$ cat config.mk
export PLATFORM = sky130hd
export DESIGN_NAME = adc_sample_sequencer
export DESIGN_NICKNAME = d
export VERILOG_FILES = /design/src/rtl/adc_sample_sequencer.sv
export SDC_FILE = /design/constraint.sdc
export NUM_CORES = 1
export LEC_CHECK = 0
export CAP_MARGIN = 15
export CORE_MARGIN = 2
export CORE_UTILIZATION = 55
export CTS_CLUSTER_DIAMETER = 50
export DETAILED_ROUTE_END_ITERATION = 10
export PLACE_DENSITY = 0.81
export SLEW_MARGIN = 15
export SYNTH_ARGS = -nofsm -noshare
export SYNTH_HDL_FRONTEND = slang
export SYNTH_SLANG_ARGS = --single-unit
$ cat constraint.sdc
create_clock -name clk -period 14.8 [get_ports clk]
set_clock_uncertainty 0.1 [all_clocks]
set_input_delay 2.96 -clock clk [delete_from_list [all_inputs] [get_ports clk]]
set_output_delay 2.96 -clock clk [all_outputs]
set_load 0.1 [all_outputs]
$ cat src/rtl/adc_sample_sequencer.sv
// adc_sample_sequencer
//   Issues periodic single-cycle conversion triggers to the ADC, collects the
//   returned measurements and averages 2^avg_shift of them. A conversion that
//   gets no answer within TIMEOUT cycles is abandoned and the partial average
//   is thrown away. Averaged results go into a small FIFO with a valid/ready
//   handshake toward the bus-side register block.
//
// Ports
//   clk          rising-edge clock
//   reset        asynchronous, active-high reset
//   enable       run the sequencer (looked at only while idle or waiting)
//   period       cycles between triggers, 0 behaves as 1
//   avg_shift    log2 of the number of samples per average, latched at trigger
//   adc_trigger  one-cycle conversion request
//   adc_valid    measurement strobe, only honoured while converting
//   adc_data     measurement value
//   out_valid    FIFO not empty
//   out_ready    consumer takes out_data this cycle
//   out_data     FIFO head
//   clear_flags  clears the sticky status bits
//   status       [0] busy, [1] timeout sticky, [2] overflow sticky,
//                [7:3] FIFO level
module adc_sample_sequencer #(
  parameter int DATA_WIDTH = 32,
  parameter int FIFO_DEPTH = 4,
  parameter int TIMEOUT    = 64
) (
  input  logic                  clk,
  input  logic                  reset,
  input  logic                  enable,
  input  logic [15:0]           period,
  input  logic [1:0]            avg_shift,
  output logic                  adc_trigger,
  input  logic                  adc_valid,
  input  logic [DATA_WIDTH-1:0] adc_data,
  output logic                  out_valid,
  input  logic                  out_ready,
  output logic [DATA_WIDTH-1:0] out_data,
  input  logic                  clear_flags,
  output logic [7:0]            status
);

  localparam int AW    = $clog2(FIFO_DEPTH);
  localparam int CW    = AW + 1;
  localparam int ACC_W = DATA_WIDTH + 3;
  localparam int TW    = $clog2(TIMEOUT) + 1;

  typedef enum logic [1:0] {
    S_IDLE    = 2'd0,
    S_TRIGGER = 2'd1,
    S_CONVERT = 2'd2,
    S_WAIT    = 2'd3
  } state_t;

  state_t                r_state;
  logic                  r_trig;
  logic [15:0]           r_period_cnt;
  logic [TW-1:0]         r_tmo_cnt;
  logic [ACC_W-1:0]      r_acc;
  logic [3:0]            r_cnt;
  logic [1:0]            r_shift;
  logic                  r_tmo_flag;
  logic                  r_ovf_flag;
  logic [DATA_WIDTH-1:0] r_mem [FIFO_DEPTH];
  logic [AW-1:0]         r_wr_ptr;
  logic [AW-1:0]         r_rd_ptr;
  logic [CW-1:0]         r_count;

  logic [ACC_W-1:0]      w_acc_sum;
  logic [3:0]            w_cnt_inc;
  logic                  w_avg_done;
  logic                  w_sample;
  logic                  w_push;
  logic [DATA_WIDTH-1:0] w_push_data;
  logic                  w_timeout;
  logic [15:0]           w_period_dec;
  logic [15:0]           w_period_load;
  logic                  w_full;
  logic                  w_pop;
  logic                  w_wr_en;
  logic                  w_ovf_set;
  logic [4:0]            w_level;

  // Datapath decode: sample accumulation, average completion, timeout, FIFO handshake
  always_comb begin
    w_acc_sum     = r_acc + ACC_W'(adc_data);
    w_cnt_inc     = r_cnt + 4'd1;
    // ">=" so a shift lowered mid-average completes on the very next sample
    w_avg_done    = (w_cnt_inc >= (4'd1 << r_shift));
    w_sample      = (r_state == S_CONVERT) && adc_valid;
    w_push        = w_sample && w_avg_done;
    w_push_data   = DATA_WIDTH'(w_acc_sum >> r_shift);
    // A strobe on the expiry cycle wins, hence the !adc_valid term
    w_timeout     = (r_state == S_CONVERT) && !adc_valid &&
                    (r_tmo_cnt == TW'(TIMEOUT - 1));
    w_period_dec  = (r_period_cnt == 16'd0) ? 16'd0 : (r_period_cnt - 16'd1);
    w_period_load = (period == 16'd0) ? 16'd0 : (period - 16'd1);
    w_full        = (r_count == CW'(FIFO_DEPTH));
    w_pop         = (r_count != {CW{1'b0}}) && out_ready;
    // A full FIFO still accepts a push when the head leaves on the same edge
    w_wr_en       = w_push && (!w_full || w_pop);
    w_ovf_set     = w_push && w_full && !w_pop;
    w_level       = 5'(r_count);
  end

  // Sequencer FSM with accumulator, counters and the registered trigger pulse
  always_ff @(posedge clk or posedge reset) begin
    if (reset) begin
      r_state      <= S_IDLE;
      r_trig       <= 1'b0;
      r_period_cnt <= 16'd0;
      r_tmo_cnt    <= {TW{1'b0}};
      r_acc        <= {ACC_W{1'b0}};
      r_cnt        <= 4'd0;
      r_shift      <= 2'd0;
    end else begin
      case (r_state)
        S_IDLE: begin
          r_acc <= {ACC_W{1'b0}};
          r_cnt <= 4'd0;
          if (enable) begin
            r_state <= S_TRIGGER;
            r_trig  <= 1'b1;
          end else begin
            r_trig  <= 1'b0;
          end
        end
        S_TRIGGER: begin
          r_trig       <= 1'b0;
          r_period_cnt <= w_period_load;
          r_tmo_cnt    <= {TW{1'b0}};
          r_shift      <= avg_shift;
          r_state      <= S_CONVERT;
        end
        S_CONVERT: begin
          r_trig       <= 1'b0;
          r_period_cnt <= w_period_dec;
          r_tmo_cnt    <= r_tmo_cnt + TW'(1);
          if (adc_valid) begin
            if (w_avg_done) begin
              r_acc <= {ACC_W{1'b0}};
              r_cnt <= 4'd0;
            end else begin
              r_acc <= w_acc_sum;
              r_cnt <= w_cnt_inc;
            end
            r_state <= S_WAIT;
          end else if (w_timeout) begin
            r_acc   <= {ACC_W{1'b0}};
            r_cnt   <= 4'd0;
            r_state <= S_WAIT;
          end else begin
            r_state <= S_CONVERT;
          end
        end
        S_WAIT: begin
          r_period_cnt <= w_period_dec;
          if (!enable) begin
            r_acc   <= {ACC_W{1'b0}};
            r_cnt   <= 4'd0;
            r_trig  <= 1'b0;
            r_state <= S_IDLE;
          // Counter reaching 0 on this edge: trigger lands exactly one period
          // after the previous one (or right away if the conversion ran long)
          end else if (r_period_cnt <= 16'd1) begin
            r_trig  <= 1'b1;
            r_state <= S_TRIGGER;
          end else begin
            r_trig  <= 1'b0;
          end
        end
        default: begin
          r_trig  <= 1'b0;
          r_state <= S_IDLE;
        end
      endcase
    end
  end

  // Result FIFO storage, pointers and fill level
  always_ff @(posedge clk or posedge reset) begin
    if (reset) begin
      for (int i = 0; i < FIFO_DEPTH; i++) begin
        r_mem[i] <= {DATA_WIDTH{1'b0}};
      end
      r_wr_ptr <= {AW{1'b0}};
      r_rd_ptr <= {AW{1'b0}};
      r_count  <= {CW{1'b0}};
    end else begin
      if (w_wr_en) begin
        r_mem[r_wr_ptr] <= w_push_data;
        r_wr_ptr        <= r_wr_ptr + AW'(1);
      end
      if (w_pop) begin
        r_rd_ptr <= r_rd_ptr + AW'(1);
      end
      case ({w_wr_en, w_pop})
        2'b10:   r_count <= r_count + CW'(1);
        2'b01:   r_count <= r_count - CW'(1);
        default: r_count <= r_count;
      endcase
    end
  end

  // Sticky flags; a set event beats a simultaneous clear
  always_ff @(posedge clk or posedge reset) begin
    if (reset) begin
      r_tmo_flag <= 1'b0;
      r_ovf_flag <= 1'b0;
    end else begin
      r_tmo_flag <= w_timeout ? 1'b1 : (clear_flags ? 1'b0 : r_tmo_flag);
      r_ovf_flag <= w_ovf_set ? 1'b1 : (clear_flags ? 1'b0 : r_ovf_flag);
    end
  end

  assign adc_trigger = r_trig;
  assign out_valid   = (r_count != {CW{1'b0}});
  assign out_data    = r_mem[r_rd_ptr];
  assign status      = {w_level, r_ovf_flag, r_tmo_flag, (r_state != S_IDLE)};

endmodule

Word level (Yosys, flattened, before mapping). Cells that the tools add are included.

Reduce and logical (&&, ||, !) cells: 28. Bitwise operators: 2. Add/subtract/negate cells: 9. Divide/modulo/power cells: 0. Multiplexer cells: 34. Multipliers: 0. Order comparisons: 5. Equal/unequal tests: 11. Shift operators: 2.

Operators by type and width (number): two-way mux 35 bit (4); bitwise mux 128 bit (1); case mux 35 bit (3 select lines) (1); two-way mux 32 bit (3); binary-select mux 32 bit (select 2 bit) (1); demux 32 bit (select 2 bit) (1); adder 35 x 32 -> 35 bit (1); >> shifter 35 x 2 -> 32 bit (1); zero test 16 bit (2); two-way mux 16 bit (2); case mux 16 bit (2 select lines) (1); subtractor 16 x 1 -> 16 bit, second input constant (2); less-or-equal comparator 16 x 1 -> 1 bit, second input constant (1); two-way mux 4 bit (4); case mux 7 bit (2 select lines) (1); case mux 4 bit (3 select lines) (1); nonzero test 2 bit (6); logical AND 1 bit (9); two-way mux 1 bit (8); case mux 2 bit (4 select lines) (1); adder 7 x 1 -> 7 bit, second input constant (1); equality test 7 x 6 -> 1 bit, second input constant (1); equality test 2 bit, second input constant (3); >= comparator 3 bit, second input constant (2); other kinds (22) (33).

Memories kept: 0. Latch bits: 0. Output and inout port bits: 42. Bits of input ports: 56. Word-level logic and storage cells: 107. Bits in registers: 204. Bits in read-only memories: 0. Memory bits (writable): 0.

Depth between registers and ports, before layout. Gate-level depths: netlist of the first run.

Depth after elaboration: 6. Depth in mapped cells: 18.

Worst setup path before layout of the first run. OpenSTA, ideal clock, no wires.

Path kind: input port to flip-flop. From: input port adc_data[0]. To: register r_mem[111] (netlist name). Path buffers: 0. Cell stages on the path: 11. Setup time: 0.125 ns. Arrival: 5.250 ns. Setup slack: 9.325 ns. Path through: ha_1 inv_1 fa_1 nand2b_1 a21o_1 o21bai_4 o211a_4 nor2_4 xnor2_1 mux4_2 mux2_2.

Longest elaborated chain between the ends: 3.

RTL lines: from (decl) (line 35) `input logic [DATA_WIDTH-1:0] adc_data,`; adder 35 x 32 -> 35 bit (line 86) `w_acc_sum = r_acc + ACC_W'(adc_data);`; >> shifter 35 x 2 -> 32 bit (line 92) `w_push_data = DATA_WIDTH'(w_acc_sum >> r_shift);`; bitwise mux 128 bit (line 191) `r_mem[r_wr_ptr] <= w_push_data;`; to (signal, indexed assignment) (line 184) `r_mem[i] <= {DATA_WIDTH{1'b0}};`; to (signal, indexed assignment) (line 191); to (decl) (line 64) `logic [DATA_WIDTH-1:0] r_mem [FIFO_DEPTH];`.

No other way between the ends. A chain may end at the register's enable or synchronous reset.

Worst setup path in the final report of the first run.
From: register r_rd_ptr[1]. To: output port out_data[27].

Longest elaborated chain between the ends: 4.

RTL lines: from (decl) (line 66) `logic [AW-1:0] r_rd_ptr;`; from (signal assigned) (line 187) `r_rd_ptr <= {AW{1'b0}};`; from (signal assigned) (line 195) `r_rd_ptr <= r_rd_ptr + AW'(1);`; NOT 2 -> 3 bit (not written as such) (line 218) `assign out_data = r_mem[r_rd_ptr];`; binary-select mux 32 bit (select 2 bit) (line 218); two-way mux 32 bit (not written as such) (2 in series) (line 218); to (decl) (line 38) `output logic [DATA_WIDTH-1:0] out_data,`.

No other way between the ends. The select of a mux whose other input is x is not followed.

==> results of run 1 <==
==> state kept, by name, summed over array words and instances (netlist names) <==
signal,cells
r_mem,128
r_acc,35
r_period_cnt,16
r_tmo_cnt,7
r_cnt,4
r_count,3
r_rd_ptr,2
r_shift,2
r_state,2
r_wr_ptr,2
adc_trigger,1
r_ovf_flag,1
r_tmo_flag,1
==> report_power, final <==
| part | switching (mW) | internal, mW | leakage (nW) | total [mW] |
|---|---|---|---|---|
| logic | 1.51 | 0.698 | 3.43 | 2.21 |
| clock network | 0.274 | 0.372 | 0.427 | 0.646 |
| registers | 0.137 | 0.778 | 2.66 | 0.915 |
==> cell usage after synthesis, types with 17 or more instances <==
master	count
nor2_1	94
a21oi_1	84
nand3_1	23
dfrtp_1	204
nor3_1	45
o221ai_1	17
o31ai_1	27
mux4_2	38
xnor2_1	24
ha_1	53
inv_1	36
a21o_1	17
nand2_1	176
a22o_1	26
clkbuf_1	49
mux2_2	48
o21ai_0	71
xor2_1	17
==> cell type report <==
| class | instances | area share |
|---|---|---|
| tap | 319 | 0.0265 |
| clock buffer | 33 | 0.0477 |
| multi-input combinational | 1020 | 0.495 |
| inverter | 38 | 0.00997 |
| timing repair buffer | 111 | 0.0711 |
| clock inverter | 17 | 0.0112 |
| sequential | 204 | 0.339 |
==> worst paths after layout <==
check	start	to	slack, ns
min in group asynchronous	reset	r_period_cnt[4]$_DFFE_PP0N_	2.80
worst min register to register	r_mem[3]$_DFFE_PP0P_	r_mem[3]$_DFFE_PP0P_	0.37
worst max register to register	r_shift[1]$_DFFE_PP0N_	r_mem[124]$_DFFE_PP0P_	9.94
max in group asynchronous	reset	r_acc[19]$_DFFE_PP0P_	10.59
worst max-delay path	r_rd_ptr[1]$_DFFE_PP0P_	out_data[27]	8.58
worst min-delay path	r_mem[3]$_DFFE_PP0P_	r_mem[3]$_DFFE_PP0P_	0.37
==> cell families (layout without fill, tap and decap cells) <==
family / count (synthesis) / count (layout) / share of synthesized area
and+or+nand+nor: 447 / 447 / 0.165
xor gates and xnor gates: 41 / 41 / 0.0276
other: 1 / 2 / 0.000288
AOI/OAI and AO/OA: 375 / 375 / 0.206
muxes: 100 / 100 / 0.118
DFF: 204 / 204 / 0.392
adders and majority gates: 55 / 55 / 0.0540
buffers and inverters: 117 / 199 / 0.0372
==> worst register-to-register path, stage by stage, from the launching register on <==
cell     delay, ns
dfrtp_1       0.32
buf_4         0.47
inv_1         0.63
nor2_1        0.72
inv_1         0.30
ha_1          0.37
a21o_1        0.35
and4_1        0.26
buf_4         0.33
nand2_1       0.37
o32ai_1       0.40
a21oi_1       0.09
==> through the flow <==
stage	hold slack [ns]	total power, mW	setup slack (ns)	util
detailed placement	0.361	3.10	8.24	0.608
CTS	0.376	3.76	8.59	0.646
finish	0.373	3.77	8.58	0.646
floorplan	0.340	2.59	6.17	-
global placement	0.355	3.06	8.30	0.608
global route	0.389	3.98	8.50	0.646
==> per-layer routing <==
layer  GRT usage  share of wire  up-vias
li1            -              -     5125
met1       0.371           0.41     5404
met2       0.470           0.48      494
met3      0.0413          0.068      100
met4       0.118          0.039        0
met5           0              0        -
==> flow_summary.toml, run 1 <==
[setup_path]
critPathArrivalTime_ns = 3.16
critPathCaptureType = "output pin"
crit_type = "reg2out"
critPathMaxFanout = 25
worst-path-stages = 3
crit_buf_inv = 2
slowest_delay_ns = 1.15
cp-start-kind = "flip-flop"
cp_top_family = "buffers and inverters"
cp_slowest_cell = "clkdlybuf4s50_1"
r2r_cells = 11
path_cells = "buf_4 -> mux4_2 -> clkdlybuf4s50_1"
cp.required_ns = 11.74

[timing]
tightest_slew_ns = 1.04
finalSetupViolations = 0
setup-tns-final_ns = 0
post-route-period-util = 0.420
finalHoldViolCount = 0
rsz0062_at_grt = "false"
drv_slew = 0
fmax_mhz = 161
relSlewSlack = 0.308
fin_crit_ns = 6.22

[global_route]
first_global_vias = 10820
antenna_found_initial = 0
grt-ovfl-total = 0
grt_pass1_wl_um = 55800
grt.total_usage = 0.282
grt_max_degree = 99

[power_and_ir_drop]
vdd_drop_max_mv = 0.196
powerDensity_nw_per_um2 = 250
p_leak_nw = 6.51

[placement]
placedCellCount = 1692
gp_congestion = 0.945
hpwl_um = 23600
portBuffers = 95
placed_cell_area_um2 = 14200

[layout]
final_common_cell = "dfrtp_1"
design_area_um2 = 15100
regArea_um2 = 5110
nets = 1513
n_antenna_cell = 0
final_cell_mix = "203 x dfrtp_1, 176 x nand2_1, 95 x clkdlybuf4s50_1, 94 x nor2_1, 84 x a21oi_1"
fill_cells = 1847
syn_to_final_growth_pct = 15.6
final_cells = 1742
drive_above_1_share = 0.136
multi_input_area_um2 = 7450

[logic_synthesis]
netlist_area_um2 = 13000
ys_ff_latch = 204
synthArstFlopShare = 1.00
synthFlopType = "dfrtp_1"
yosys.area.top_type = "dfrtp_1"
ys_top_cells_by_area = "dfrtp_1 39%, mux4_2 6.6%, ha_1 5.1%, nand2_1 5.1%, mux2_2 4.1%"
synth_top_area_frac = 0.392
ys.warnings.count = 0
seq_area_frac_synth = 0.392
synth_edf_count = 0
syn_avg_cell_area_um2 = 9.72
synth_cells = 1340
yosysUniqueCellTypes = 96

[clock_tree]
cts_resized = 0
clock_path_buffers = 3
worstSkewPairLatency_ns = 0.55
cts_tree = "done"
cts.sink_count = 204
cts_buffers = 27
cts_setup_buffers = 0
h-tree-depth = 1
clkTransAtPathRegs_ns = 0.06
holdBufCountCts = 0
clockRootBuffer = "clkbuf_16"

[drt]
wirelength_um = 34800
drc_errors = 0
ant_nets = 0
vias_per_cell = 6.39
detailroute.via_count = 11123
dr.pass1.iters = 7
drt_iter0_drc = 1005
wl_per_cell_um = 19.9

[worst_hold_path]
min_path_type = "reg2reg"
holdPathStages = 2

[job]
max_cap_viol_count = 0

[die]
die_w_um = 158
start_util = 0.559
io_pins = 98
fp-row-count = 56
die_area_um2 = 24900
core_um2 = 23300
die_h_um = 158

[run_status]
status = "complete, no violations"
(Power assumes the default switching activity.)
==> run 2, diff against run 1 <==
clock period = 5.8 ns   (was 14.8 ns; I/O delays follow)
==> run 2 against run 1 <==
Effect of this change:
- first-iteration DRC count down 3.9%
- clock power rose to 2.7 times the previous value
- power rose to 2.6 times the previous value
- via count up 0.26%
- critical path depth unchanged
- critical path type unchanged
==> flow_summary.toml, run 2 (synthesis results as in run 1) <==
[timing]
finalSetupViolations = 0
setup-tns-final_ns = 0
finalHoldWorstSlack_ns = 0.376
relSlewSlack = 0.231
fmax_mhz = 214
tightest_slew_ns = 1.15
finalHoldViolCount = 0
fin_crit_ns = 4.67
drv_slew = 0
post-route-period-util = 0.805
rsz0062_at_grt = "false"

[clock_tree]
clock_path_buffers = 3
cts_setup_buffers = 0
cts_buffers = 27
cts_resized = 0
clkTransAtPathRegs_ns = 0.06
holdBufCountCts = 0
clockRootBuffer = "clkbuf_16"
h-tree-depth = 1
worstSkewPairLatency_ns = 0.54
cts.sink_count = 204
cts_tree = "done"

[setup_path]
cp_top_family = "buffers and inverters"
cp.required_ns = 4.54
cp-start-kind = "flip-flop"
critPathArrivalTime_ns = 3.41
path_cells = "buf_4 -> mux4_2 -> clkdlybuf4s50_1"
slowest_delay_ns = 0.99
cp_slowest_cell = "clkdlybuf4s50_1"
critPathCaptureType = "output pin"
crit_buf_inv = 2
crit_type = "reg2out"
critPathMaxFanout = 22

[job]
max_cap_viol_count = 0

[drt]
drt_iter0_drc = 966
ant_nets = 0
wl_per_cell_um = 20.2
dr.pass1.iters = 6
wirelength_um = 35100
detailroute.via_count = 11152
drc_errors = 0
vias_per_cell = 6.41

[worst_hold_path]
min_path_type = "reg2reg"

[placement]
hpwl_um = 24200
gp_congestion = 0.962
portBuffers = 95

[global_route]
antenna_found_initial = 0
grtUsageMet1 = 0.365
busiest_layer = "met2"
grt.total_usage = 0.289
grt_pass1_wl_um = 57300
grt_use_met2 = 0.494
grt-ovfl-total = 0
first_global_vias = 11165
grt_max_degree = 195
use_met3 = 0.0427

[power_and_ir_drop]
vdd_drop_max_mv = 0.500
powerDensity_nw_per_um2 = 643
p_leak_nw = 6.54

[layout]
final_common_cell = "dfrtp_1"
largestRegisters = "r_mem (128), r_acc (35), r_period_cnt (16)"
largest_reg_flops = 128
nets = 1512
fill_cells = 1802
drive_above_1_share = 0.137
final_cell_mix = "203 x dfrtp_1, 176 x nand2_1, 95 x clkdlybuf4s50_1, 94 x nor2_1, 84 x a21oi_1"
regMostFlops = "r_mem"
syn_to_final_growth_pct = 16.1
n_antenna_cell = 0

[die]
core_um2 = 23300
die_h_um = 158
die_area_um2 = 24900
die_w_um = 158
start_util = 0.559
io_pins = 98
fp-row-count = 56

[run_status]
status = "complete, no violations"
==> run 2: changes by cell type in the layout (fill, tap and decap cells not counted) <==
cell and change:
clkbuf_8 +1, buf_12 +1, inv_8 -3, clkbuf_1 -3
buf_4 -2, clkinv_4 -1, clkinv_2 -1, inv_6 +4
bufinv_16 +2, inv_16 -1, clkinv_8 +2
==> run 2: final timing paths <==
| kind | from | to | slack (ns) | cells past startpoint |
|---|---|---|---|---|
| max in group asynchronous | reset | r_acc[30]$_DFFE_PP0P_ | 3.43 | 3 |
| setup reg to reg | r_shift[1]$_DFFE_PP0N_ | r_mem[123]$_DFFE_PP0P_ | 1.32 | 11 |
| setup / recovery | r_rd_ptr[0]$_DFFE_PP0P_ | out_data[6] | 1.13 | 3 |
| hold reg to reg | r_mem[0]$_DFFE_PP0P_ | r_mem[0]$_DFFE_PP0P_ | 0.38 | 2 |
| min in group asynchronous | reset | r_period_cnt[6]$_DFFE_PP0N_ | 0.82 | 2 |
| hold / removal | r_mem[0]$_DFFE_PP0P_ | r_mem[0]$_DFFE_PP0P_ | 0.38 | 2 |
==> run 2: layout make-up <==
type	count	area [µm²]	area share
tap	319	399	0.0264
multi-input combinational	1020	7450	0.492
clock buffer	31	721	0.0476
sequential	204	5110	0.337
clock inverter	19	233	0.0154
timing repair buffer	110	1080	0.0711
inverter	38	146	0.00967
==> run 2: worst min-delay path: cells and delay by family, from the launching register on <==
family | cells | cell delay, ns
simple gates | 2 | 0.11
flops | 1 | 0.34
==> run 2: metrics by stage <==
| step | total power [mW] | instance area (µm²) | setup slack [ns] | cells | utilization |
|---|---|---|---|---|---|
| global route | 10.3 | 15100 | 0.971 | 1741 | 0.649 |
| finish | 9.73 | 15100 | 1.13 | 1741 | 0.649 |
| floorplan | 6.60 | 13000 | 1.90 | 1341 | - |
| CTS | 9.71 | 15100 | 1.09 | 1741 | 0.649 |
| detailed placement | 7.94 | 14200 | 1.00 | 1691 | 0.608 |
| global placement | 7.80 | 14200 | 1.11 | 1691 | 0.608 |
==> run 2: report_power, final <==
group	internal, mW	switching (mW)	total, mW
sequential	1.99	0.390	2.37
combinational	1.79	3.83	5.62
clock	1.05	0.690	1.74
total	4.82	4.91	9.73
==> run 2: per-layer routing <==
layer / routed length [µm] / vias up
met2: 17200 / 501
met4: 1570 / 0
met3: 2420 / 115
li1: - / 5120
met1: 14000 / 5416
met5: 0 / -
==> run 3, diff against run 2 <==
CORE_UTILIZATION = 54   (was 55)
PLACE_DENSITY = 0.82   (was 0.81)
clock period = 4 ns   (was 5.8 ns; I/O delays follow)
==> run 3 against run 2 <==
Effect of this change:
- routed wire length is 4.5% higher
- flip-flop and latch count is the same
- core utilization up 1.6 points
- combinational power rose by 53%
- cell area is 3.7% higher
- clock power increased by 41%
- via count increased by 3.5%
- critical path type is now in2reg
==> flow_summary.toml, run 3 (synthesis results as in run 1) <==
[setup_path]
cp_slowest_cell = "clkdlybuf4s50_1"
critPathCaptureType = "flip-flop"
crit_type = "in2reg"
critPathArrivalTime_ns = 4.04
slowest_delay_ns = 0.47
path_cells = "clkdlybuf4s50_1 -> ha_1 -> inv_1 -> fa_1 -> nand2b_1 -> a21oi_1 -> a31oi_1 -> a21oi_2 -> a21oi_1 -> mux2_2 -> nor4b_4 -> mux2_2"
r2r_cells = 10
r2r_setup_slack_ns = 0.38
critPathMaxFanout = 4
cp-start-kind = "primary input"
cp.required_ns = 4.37

[placement]
portBuffers = 95
hpwl_um = 26700
gp_congestion = 0.963

[timing]
drv_slew = 0
finalSetupViolations = 0
tightest_slew_ns = 0.998
relSlewSlack = 0.332
finalHoldViolCount = 0
setup-tns-final_ns = 0
post-route-period-util = 0.917
fmax_mhz = 273
fin_crit_ns = 3.67
finalHoldWorstSlack_ns = 0.376
rsz0062_at_grt = "false"

[layout]
n_antenna_cell = 0
regMostFlops = "r_mem"
nets = 1599
final_common_cell = "dfrtp_1"
largest_reg_flops = 128
drive_above_1_share = 0.205
syn_to_final_growth_pct = 20.4
fill_cells = 1876
largestRegisters = "r_mem (128), r_acc (35), r_period_cnt (16)"
final_cell_mix = "203 x dfrtp_1, 176 x nand2_1, 131 x buf_4, 94 x nor2_1, 84 x a21oi_1"

[clock_tree]
clockRootBuffer = "clkbuf_16"
clock_path_buffers = 3
cts_setup_buffers = 0
cts_buffers = 27
clkTransAtPathRegs_ns = 0.06
worstSkewPairLatency_ns = 0.54
cts_resized = 0
cts.sink_count = 204
cts_tree = "done"
holdBufCountCts = 0
h-tree-depth = 1

[die]
die_w_um = 159
die_h_um = 159
core_um2 = 23600
die_area_um2 = 25400
start_util = 0.552
io_pins = 98
fp-row-count = 56

[drt]
wirelength_um = 36700
detailroute.via_count = 11538
ant_nets = 0
dr.pass1.iters = 5
drc_errors = 0
drt_iter0_drc = 954
wl_per_cell_um = 20.1
vias_per_cell = 6.32

[power_and_ir_drop]
switching_share = 0.500
p_seq_frac = 0.238
p_leak_nw = 7.00
intPower_mw = 7.23
pwr-share-clk = 0.169
powerDensity_nw_per_um2 = 921
switching_power_mw = 7.23
vdd_drop_max_mv = 0.839
power_frac_comb = 0.593

[global_route]
antenna_found_initial = 0
grt_pass1_wl_um = 59900
grt_max_degree = 97
grt-ovfl-total = 0
first_global_vias = 11700
grt.total_usage = 0.290

[run_status]
status = "complete, no violations"

[worst_hold_path]
min_path_type = "reg2reg"
holdPathStages = 2

[job]
max_cap_viol_count = 0
-- run 3: changes by cell type in the layout (fill, tap and decap cells not counted), sizes merged --
cell           change
bufinv             -1
clkinv             -3
clkinvlp           -3
clkdlybuf4s50     -33
clkbuf             +6
buf              +120
-- run 3: stage by stage --
step / setup slack, ns / std cells / utilization / cell area [µm²] / power (mW)
after floorplan: 0.456 / 1341 / - / 13000 / 9.57
after global placement: -0.0576 / 1778 / 0.626 / 14800 / 11.7
after detailed placement: -0.166 / 1778 / 0.626 / 14800 / 11.9
after CTS: 0.389 / 1827 / 0.665 / 15700 / 14.4
after global routing: 0.138 / 1827 / 0.665 / 15700 / 15.2
final: 0.331 / 1827 / 0.665 / 15700 / 14.5
-- run 3: final cells by class --
type,count,area (µm²),area share
inverter,38,146,0.00933
multi-input combinational,1020,7450,0.475
clock buffer,37,753,0.0480
timing repair buffer,197,1680,0.107
clock inverter,12,153,0.00973
tap,319,399,0.0254
sequential,204,5110,0.325
-- run 3: power groups by stage --
stage | registers (mW) | logic (mW) | clock network, mW
floorplan | 3.36 | 6.21 | 0
CTS | 3.42 | 8.52 | 2.46
detailed placement | 3.45 | 8.47 | 0
finish | 3.44 | 8.58 | 2.45
global placement | 3.38 | 8.31 | 0
global route | 3.54 | 9.13 | 2.55
-- run 3: final timing paths --
check                                        from                          end
setup / recovery                      adc_data[0]       r_mem[118]$_DFFE_PP0P_
hold / removal              r_mem[55]$_DFFE_PP0P_        r_mem[55]$_DFFE_PP0P_
setup reg to reg           r_shift[0]$_DFFE_PP0N_       r_mem[124]$_DFFE_PP0P_
hold reg to reg             r_mem[55]$_DFFE_PP0P_        r_mem[55]$_DFFE_PP0P_
max in group asynchronous                   reset        r_mem[53]$_DFFE_PP0P_
min in group asynchronous                   reset  r_period_cnt[6]$_DFFE_PP0N_
-- run 3: metal layers --
layer,GRT usage,vias up,share of wire
met2,0.500,484,0.49
met4,0.132,0,0.046
met1,0.364,5646,0.40
met3,0.0380,98,0.065
li1,-,5310,-
met5,0,-,0
-- run 3: critical path, delay by kind of cell --
family / cells / cell delay [ns]
AOI/OAI and AO/OA: 4 / 1.04
muxes: 2 / 0.57
adders and majority gates: 2 / 0.56
and+or+nand+nor: 2 / 0.54
buffers and inverters: 2 / 0.53
